`src/rtl/pulse_meas.sv`:
```
`default_nettype none
// +--------------------------------------------------------------------------+
// | Module  : pulse_meas                                                     |
// | Brief   : Measures high width (and optionally rise-to-rise period) of a  |
// |           clk-synchronous pulse. Optional: `PULSE_MEAS_PERIOD_EN.        |
// | Revision: 1.0 - initial release                                          |
// +--------------------------------------------------------------------------+
module pulse_meas #(
   parameter int CNT_W = 32
) (
   input  logic             clk,
   input  logic             rst,
   input  logic             en,
   input  logic             pulse_in,
   output logic [CNT_W-1:0] width_out,
   output logic             valid_out,
   output logic             overflow_out,
   output logic [15:0]      pulse_cnt_out,
   output logic [CNT_W-1:0] period_out,
   output logic             period_vld_out
);

   typedef enum logic [1:0] {
      S_IDLE      = 2'd0,
      S_ARM       = 2'd1,
      S_WAIT_RISE = 2'd2,
      S_HIGH      = 2'd3
   } state_t;

   localparam logic [CNT_W-1:0] C_MAX = '1;
   localparam logic [CNT_W-1:0] C_ONE = CNT_W'(1);

   state_t           r_state;
   logic [CNT_W-1:0] r_cnt;
   logic             r_sat;

   always_ff @(posedge clk) begin
      if (rst) begin
         r_state       <= S_IDLE;
         r_cnt         <= '0;
         r_sat         <= 1'b0;
         width_out     <= '0;
         valid_out     <= 1'b0;
         overflow_out  <= 1'b0;
         pulse_cnt_out <= '0;
      end else begin
         valid_out <= 1'b0;
         if (!en) begin
            // Abort: last width/overflow are kept, the pulse count restarts
            r_state       <= S_IDLE;
            r_cnt         <= '0;
            r_sat         <= 1'b0;
            pulse_cnt_out <= '0;
         end else begin
            case (r_state)
               S_IDLE: r_state <= S_ARM;
               S_ARM: begin
                  if (!pulse_in) r_state <= S_WAIT_RISE;
               end
               S_WAIT_RISE: begin
                  if (pulse_in) begin
                     r_state <= S_HIGH;
                     r_cnt   <= C_ONE;
                     r_sat   <= 1'b0;
                  end
               end
               S_HIGH: begin
                  if (pulse_in) begin
                     if (r_cnt == C_MAX) r_sat <= 1'b1;
                     else                r_cnt <= r_cnt + C_ONE;
                  end else begin
                     r_state       <= S_WAIT_RISE;
                     valid_out     <= 1'b1;
                     width_out     <= r_cnt;
                     overflow_out  <= r_sat;
                     pulse_cnt_out <= pulse_cnt_out + 16'd1;
                  end
               end
               default: r_state <= S_IDLE;
            endcase
         end
      end
   end

`ifdef PULSE_MEAS_PERIOD_EN
   logic [CNT_W-1:0] r_pcnt;
   logic             r_have_rise;
   logic             w_rise;

   assign w_rise = en && (r_state == S_WAIT_RISE) && pulse_in;

   always_ff @(posedge clk) begin
      if (rst) begin
         r_pcnt         <= '0;
         r_have_rise    <= 1'b0;
         period_out     <= '0;
         period_vld_out <= 1'b0;
      end else begin
         period_vld_out <= 1'b0;
         if (!en || (r_state == S_IDLE) || (r_state == S_ARM)) begin
            r_pcnt      <= '0;
            r_have_rise <= 1'b0;
         end else if (w_rise) begin
            // Counter restarts at 1 so it reads the full rise-to-rise distance
            r_pcnt      <= C_ONE;
            r_have_rise <= 1'b1;
            if (r_have_rise) begin
               period_out     <= r_pcnt;
               period_vld_out <= 1'b1;
            end
         end else if (r_have_rise && (r_pcnt != C_MAX)) begin
            r_pcnt <= r_pcnt + C_ONE;
         end
      end
   end
`else
   assign period_out     = '0;
   assign period_vld_out = 1'b0;
`endif

endmodule
`default_nettype wire

```
`config.mk`:
```
export PLATFORM = sky130hd
export DESIGN_NAME = pulse_meas
export DESIGN_NICKNAME = d
export VERILOG_FILES = /design/src/rtl/pulse_meas.sv
export SDC_FILE = /design/constraint.sdc
export NUM_CORES = 1
export LEC_CHECK = 0
export ABC_AREA = 0
export ABC_CLOCK_PERIOD_IN_PS = 1800
export CAP_MARGIN = 20
export CORE_UTILIZATION = 46
export DETAILED_ROUTE_END_ITERATION = 10
export GPL_TIMING_DRIVEN = 0
export HOLD_SLACK_MARGIN = 0.06
export PLACE_DENSITY_LB_ADDON = 0.2
export SLEW_MARGIN = 5
export SYNTH_ARGS = -nofsm -noshare
export SYNTH_HDL_FRONTEND = slang
export SYNTH_SLANG_ARGS = --single-unit
```
`constraint.sdc`:
```
create_clock -name clk -period 1.8 [get_ports clk]
set_input_delay 0.18 -clock clk [delete_from_list [all_inputs] [get_ports clk]]
set_output_delay 0.18 -clock clk [all_outputs]
set_load 0.02 [all_outputs]
```
==> flow_summary.ini <==
[run_status]
status = finished with violations
violations = negative setup slack

[sta]
min_period_ps = 1910
finalHoldWorstSlack_ps = 341
tightest_slew_ps = 623
relSlewSlack = 0.582
setup_violations = 8
fmax_ghz = 0.524
rsz0062_at_grt = true
fin_skew_ps = 7.97
final_hold_viol_count = 0
worst_slack_ps = -109
post-route-period-util = 1.06
slew_violations = 0
fin_setup_tns_ps = -429

[yosys]
ys_ff_latch = 85
synth_top_area_frac = 0.420
synth-seq-area-share = 0.420
syn_area_sq_um = 4050
syn_inst = 501
yosys_warnings = 0
yosys.cell_types.count = 52
ys_top_cells_by_area = dfxtp_1, nand2_1, a21oi_1
postSynthAreaPerCell_sq_um = 8.08
yosys.area.top_type = dfxtp_1

[setup_path]
endpoint_kind = register
start_kind = register
required_ps = 2090
reg2reg_slack_ps = -110
critical_path_class = register to register
cp_max_fo = 5
cp.arrival_ps = 2200

[route]
vias = 3968
drc = 0
first_pass_iters = 5
postRouteAntennaNets = 0
vias_per_cell = 5.34
drt-initial-drc-count = 261
avgRoutedWirePerCell_um = 15.1
routed_wl_um = 11200

[floorplanning]
core-area_sq_um = 8380
row_count = 33
die_w_um = 95.8
initial_core_util = 0.483
die_h_um = 95.8
pin_count = 87
die_area_sq_um = 9180

[clocking]
cts_root_buf = clkbuf_8
htreeDepth = 3
cts_buffers = 9
hold_buffers = 0
insertion_delay_ps = 360
clockBufferDepth = 2
cts_sinks = 85
cts_tree = built
clk_pin_slew_ps = 80

[power]
combPwrFrac = 0.064
p_seq_frac = 0.569
irDropWorstVdd_mv = 0.578
switching_share = 0.248
power_mw = 3.28
clkPwrFrac = 0.367
p_int_mw = 2.47
p_leak_nw = 2.08
power_switching_mw = 0.815
power.density_nw_per_um2 = 587

[placement]
place.gp.congestion = 0.893
dp_hpwl_um = 7220
port_buffers = 52

[layout]
areaGrowthSynthToFinish_pct = 38.2
drive_above_1_share = 0.257
antenna_cells = 0
nets = 640
nFillCells = 714
post-route-util = 0.667

[global_routing]
track_usage = 0.255
grt_pass1_vias = 3660
overflow = 0
grt_max_degree = 14
antenna_found_initial = 0
grt_pass1_wl_um = 17900

[job]
drv_cap = 0

[worst_hold_path]
hold_class = input port to register
## stage by stage
stage	instances	setup slack, ps	cell area, sq um
finish	743	-109	5590
global route	743	-154	5590
CTS	734	-59.8	5420
detailed placement	690	-747	4860
global placement	690	-691	4860
floorplan	533	-33.1	4210
## path summary, 6_finish.rpt
check,from,cells past startpoint,end
worst max-delay path,r_cnt[0],8,r_cnt[31]
worst min-delay path,rst,3,width_out[28]
worst max register to register,r_cnt[0],8,r_cnt[31]
worst min register to register,width_out[31],2,width_out[31]
## repair_timing
item | CTS | global route
endpoints found under the hold margin | 0 | 0
setup buffers | 30 | 9
gates resized for setup | 63 | 45
cloned | 1 | 0
pin swaps | 17 | 15
setup endpoints to repair | 38 | 63
## cell type report
| cell class | count | area, sq um | area share |
|---|---|---|---|
| inverters | 7 | 26.3 | 0.00470 |
| multi-input cells | 381 | 2250 | 0.402 |
| repair buffers | 92 | 836 | 0.149 |
| well taps | 105 | 131 | 0.0235 |
| flip-flops and latches | 85 | 1770 | 0.317 |
| clock inverters | 4 | 23.8 | 0.00425 |
| clock buffers | 11 | 141 | 0.0253 |
| plain buffers | 58 | 417 | 0.0745 |
## critical path, stage by stage, from the launching register on
cell,delay [ps]
dfxtp_4,370
ha_4,160
nand4_1,120
nor4_4,50
buf_4,140
a31o_4,240
buf_6,140
or4_4,490
a21oi_2,140
## Yosys cell counts (all sizes together)
library cell	count
o31a	2
a31o	1
ha	2
nor2b	5
o21a	2
a211oi	1
o211ai	1
clkbuf	18
o2bb2ai	1
conb	1
nand2b	2
nand4	22
o22a	3
nor3	6
and3	9
nand2	91
a22o	6
o31ai	3
and3b	1
a31oi	9
a41oi	2
xnor2	7
a21oi	59
o2bb2a	1
or4	7
and4	5
or2	1
xor2	6
inv	7
nand3	15
nor4	6
a21boi	1
nor2	38
a22oi	3
o22ai	2
or3	3
mux2i	2
and2	5
nand3b	2
buf	42
o21ai	15
dfxtp	85
a311oi	1
## state kept, by name, summed over array words and instances, names as in the netlist
register       count
r_cnt             32
width_out         32
pulse_cnt_out     16
r_state            2
overflow_out       1
r_sat              1
valid_out          1
## layer usage
layer / routed length (um) / vias up / global-route usage / part of all wire
li1: - / 1961 / - / -
met1: 4900 / 1843 / 0.322 / 0.44
met2: 5370 / 136 / 0.423 / 0.48
met3: 648 / 28 / 0.0616 / 0.058
met4: 332 / 0 / 0.0920 / 0.030
met5: 0 / - / 0 / 0
## cells in the final DEF, fill, tap and decap left out, types with 9 or more instances in the layout
| cell type | netlist | layout |
|---|---|---|
| clkdlybuf4s50_1 | 0 | 52 |
| nand3_1 | 14 | 12 |
| conb_1 | 1 | 33 |
| buf_6 | 2 | 9 |
| dfxtp_4 | 0 | 15 |
| a21oi_1 | 59 | 56 |
| o21ai_0 | 15 | 10 |
| nand4_1 | 19 | 19 |
| buf_4 | 33 | 67 |
| nand2_1 | 91 | 88 |
| nor2_1 | 38 | 35 |
| dfxtp_1 | 85 | 59 |
| clkbuf_8 | 0 | 12 |
| clkbuf_1 | 18 | 9 |
| dfxtp_2 | 0 | 11 |
## power by group through the flow
stage | Combinational, mW | Clock (mW) | Sequential, mW
6_report | 0.209 | 1.21 | 1.87
5_1_grt | 0.228 | 1.33 | 1.87
4_1_cts | 0.199 | 1.23 | 1.87
3_5_place_dp | 0.194 | 0 | 1.93
3_3_place_gp | 0.191 | 0 | 1.93
2_1_floorplan | 0.164 | 0 | 1.93
## kinds of logic after synthesis
group | after synthesis | share of synthesized area
DFF | 85 | 0.420
adders and majority gates | 2 | 0.00618
other | 1 | 0.000926
muxes | 2 | 0.00494
and+or+nand+nor | 218 | 0.274
xor gates and xnor gates | 13 | 0.0281
AOI/OAI and AO/OA | 113 | 0.167
buffers and inverters | 67 | 0.0983
(Power assumes the default switching activity.)
==> patch (same flow settings) <==
Put one more register stage on the output `width_out`. The value now appears one clock later. The other outputs are not delayed to match.
--- a/src/rtl/pulse_meas.sv
+++ b/src/rtl/pulse_meas.sv
@@ -32,2 +32,4 @@
 
+   logic [CNT_W-1:0] width_s0;
+
    state_t           r_state;
@@ -41,3 +43,3 @@
          r_sat         <= 1'b0;
-         width_out     <= '0;
+         width_s0      <= '0;
          valid_out     <= 1'b0;
@@ -73,3 +75,3 @@
                      valid_out     <= 1'b1;
-                     width_out     <= r_cnt;
+                     width_s0      <= r_cnt;
                      overflow_out  <= r_sat;
@@ -120,2 +122,6 @@
 
+   always_ff @(posedge clk) begin
+      width_out <= width_s0;
+   end
+
 endmodule
Check against the original RTL: no difference found for any inputs over 4 cycles, from zero or initial values and one cycle with rst high; that may be too few to reach the edited logic, so the function may still have changed.
==> patch against the original RTL <==
The run still ends with setup timing left. Global-route usage down 1.6 points. Setup slack worse by 0.40 ns. Via count increased by 19%. Cell area up 27%. Power increased by 87%. Clock power rose to 2.8 times the old value. Synthesized area rose by 18%. Sequential cell count up 32. Routed wire length up 21%. Utilization up 4.5 points. Sequential share of layout area up 2.4 points.
==> patch: results (changes against the original RTL) <==
vias in the first global route: 4276 (+17%)
Non-clk bufs: 160 (+6.7%)
status: finished with violations
share of cells above drive strength 1: 0.2859 (+0.02886)
r2r startpoint: r_cnt[26]
global-route met1 utilization: 0.2926 (-0.02928)
#MultiIn Comb: 385 (+1.0%)
Compound-Gate Fraction of Synth Area: 0.1756 (+0.008090)
GP Congestion: 0.8801 (-1.4%)
Net Sw Frac: 0.2090 (-0.03943)
Die ar.: 0.01084 mm^2 (+18%)
GR Util met3: 0.06328 (+0.001672)
peak supply drop: 691.3 uV (+20%)
largest cells by area after synthesis: dfxtp_1 49%, nand2_1 6.0%, a21oi_1 5.4%
Final Core Density: 0.7124 (+0.04500)
sequential share of cell area: 0.3405 (+0.02380)
Post-Route Setup TNS: -10.67 ns (-10.24 ns)
CP Max Fanout: 7 (+2)
hold slack: 0.2216 ns (-0.1196 ns)
met2 WL: 6.526 mm (+22%)
syn avg cell area: 8.641 um^2 (+6.9%)
slowest stage cell, crit path: nor4_1
routing usage on met2: 0.3838 (-0.03881)
CTS Buf Count: 17 (+8)
WL met3: 936 um (+44%)
CP top delay family: buffers and inverters
fraction of area in multi-input gates: 0.3492 (-0.05255)
Final clock-cell share: 0.08327 (+0.05375)
fill cell count: 737 (+3.2%)
largest stage delay on the critical path: 0.42 ns (-0.07 ns)
Seq/Total Area, Yosys: 0.4884 (+0.06812)
signal buffers share of area: 0.1951 (-0.02876)
synth cell count leaders: 117 x dfxtp_1, 77 x nand2_1, 52 x a21oi_1
CP Data Arrival Time: 2.75 ns (+0.55 ns)
Synth Area in Adders: 0.005218 (-0.0009626)
Netlist cell types: 46 (-12%)
failing checks: setup timing
post_cts resized: 57 (-9.5%)
CTS sink count: 117 (+38%)
clock-pin slew on the worst setup and hold paths: 0.06 ns (-0.02 ns)
first-pass GRT wire length: 20.58 mm (+15%)
GR Util All Layers: 0.2388 (-0.01631)
Reg2Reg Depth: 12 (+4)
Pleak: 0.002679 uW (+29%)
RR Endpoint: r_cnt[27]
Inst Count DP: 772 (+12%)
Setup WS pre-CTS: -0.7652 ns (-0.01784 ns)
hpwl dp: 8.055 mm (+12%)
Setup WS post-layout: -0.5130 ns (-0.4039 ns)
# Post-CTS Setup Buffers: 26 (-13%)
Clock Skews: 0.003655 ns (-0.004318 ns)
# setup viols final: 37 (+29)
biggest regs: r_cnt (32), width_out (32), width_s0 (32)
vias: 4713 (+19%)
hold depth: 2 (-1)
routed vias/inst: 5.591 (+4.7%)
Iteration-0 DRC Markers: 314 (+20%)
-- patch: changes by cell type in the layout (fill, tap and decap cells not counted), moves of 8 or more --
cell       delta
a21oi_1       -8
inv_1         +9
nand2_1      -15
dfxtp_1      +28
clkbuf_16    +16
-- patch: worst max path at each step --
stage | startpoint | end | slack, ns | cells past startpoint
floorplan | r_cnt[23] | r_cnt[17] | -0.42 | 8
global placement | r_cnt[0] | r_cnt[30] | -0.72 | 8
detailed placement | pulse_in | pulse_cnt_out[15] | -0.77 | 7
CTS | r_cnt[23] | r_cnt[25] | -0.39 | 8
global route | r_cnt[26] | r_cnt[27] | -0.53 | 12
finish | r_cnt[26] | r_cnt[27] | -0.51 | 12
-- patch: power groups by stage --
| stage | combinational [uW] | clock [uW] | sequential [uW] |
|---|---|---|---|
| after detailed placement | 183 | 0 | 2650 |
| after global routing | 214 | 3520 | 2580 |
| after CTS | 188 | 3380 | 2580 |
| final | 201 | 3350 | 2580 |
| after global placement | 184 | 0 | 2650 |
| after floorplan | 155 | 0 | 2650 |
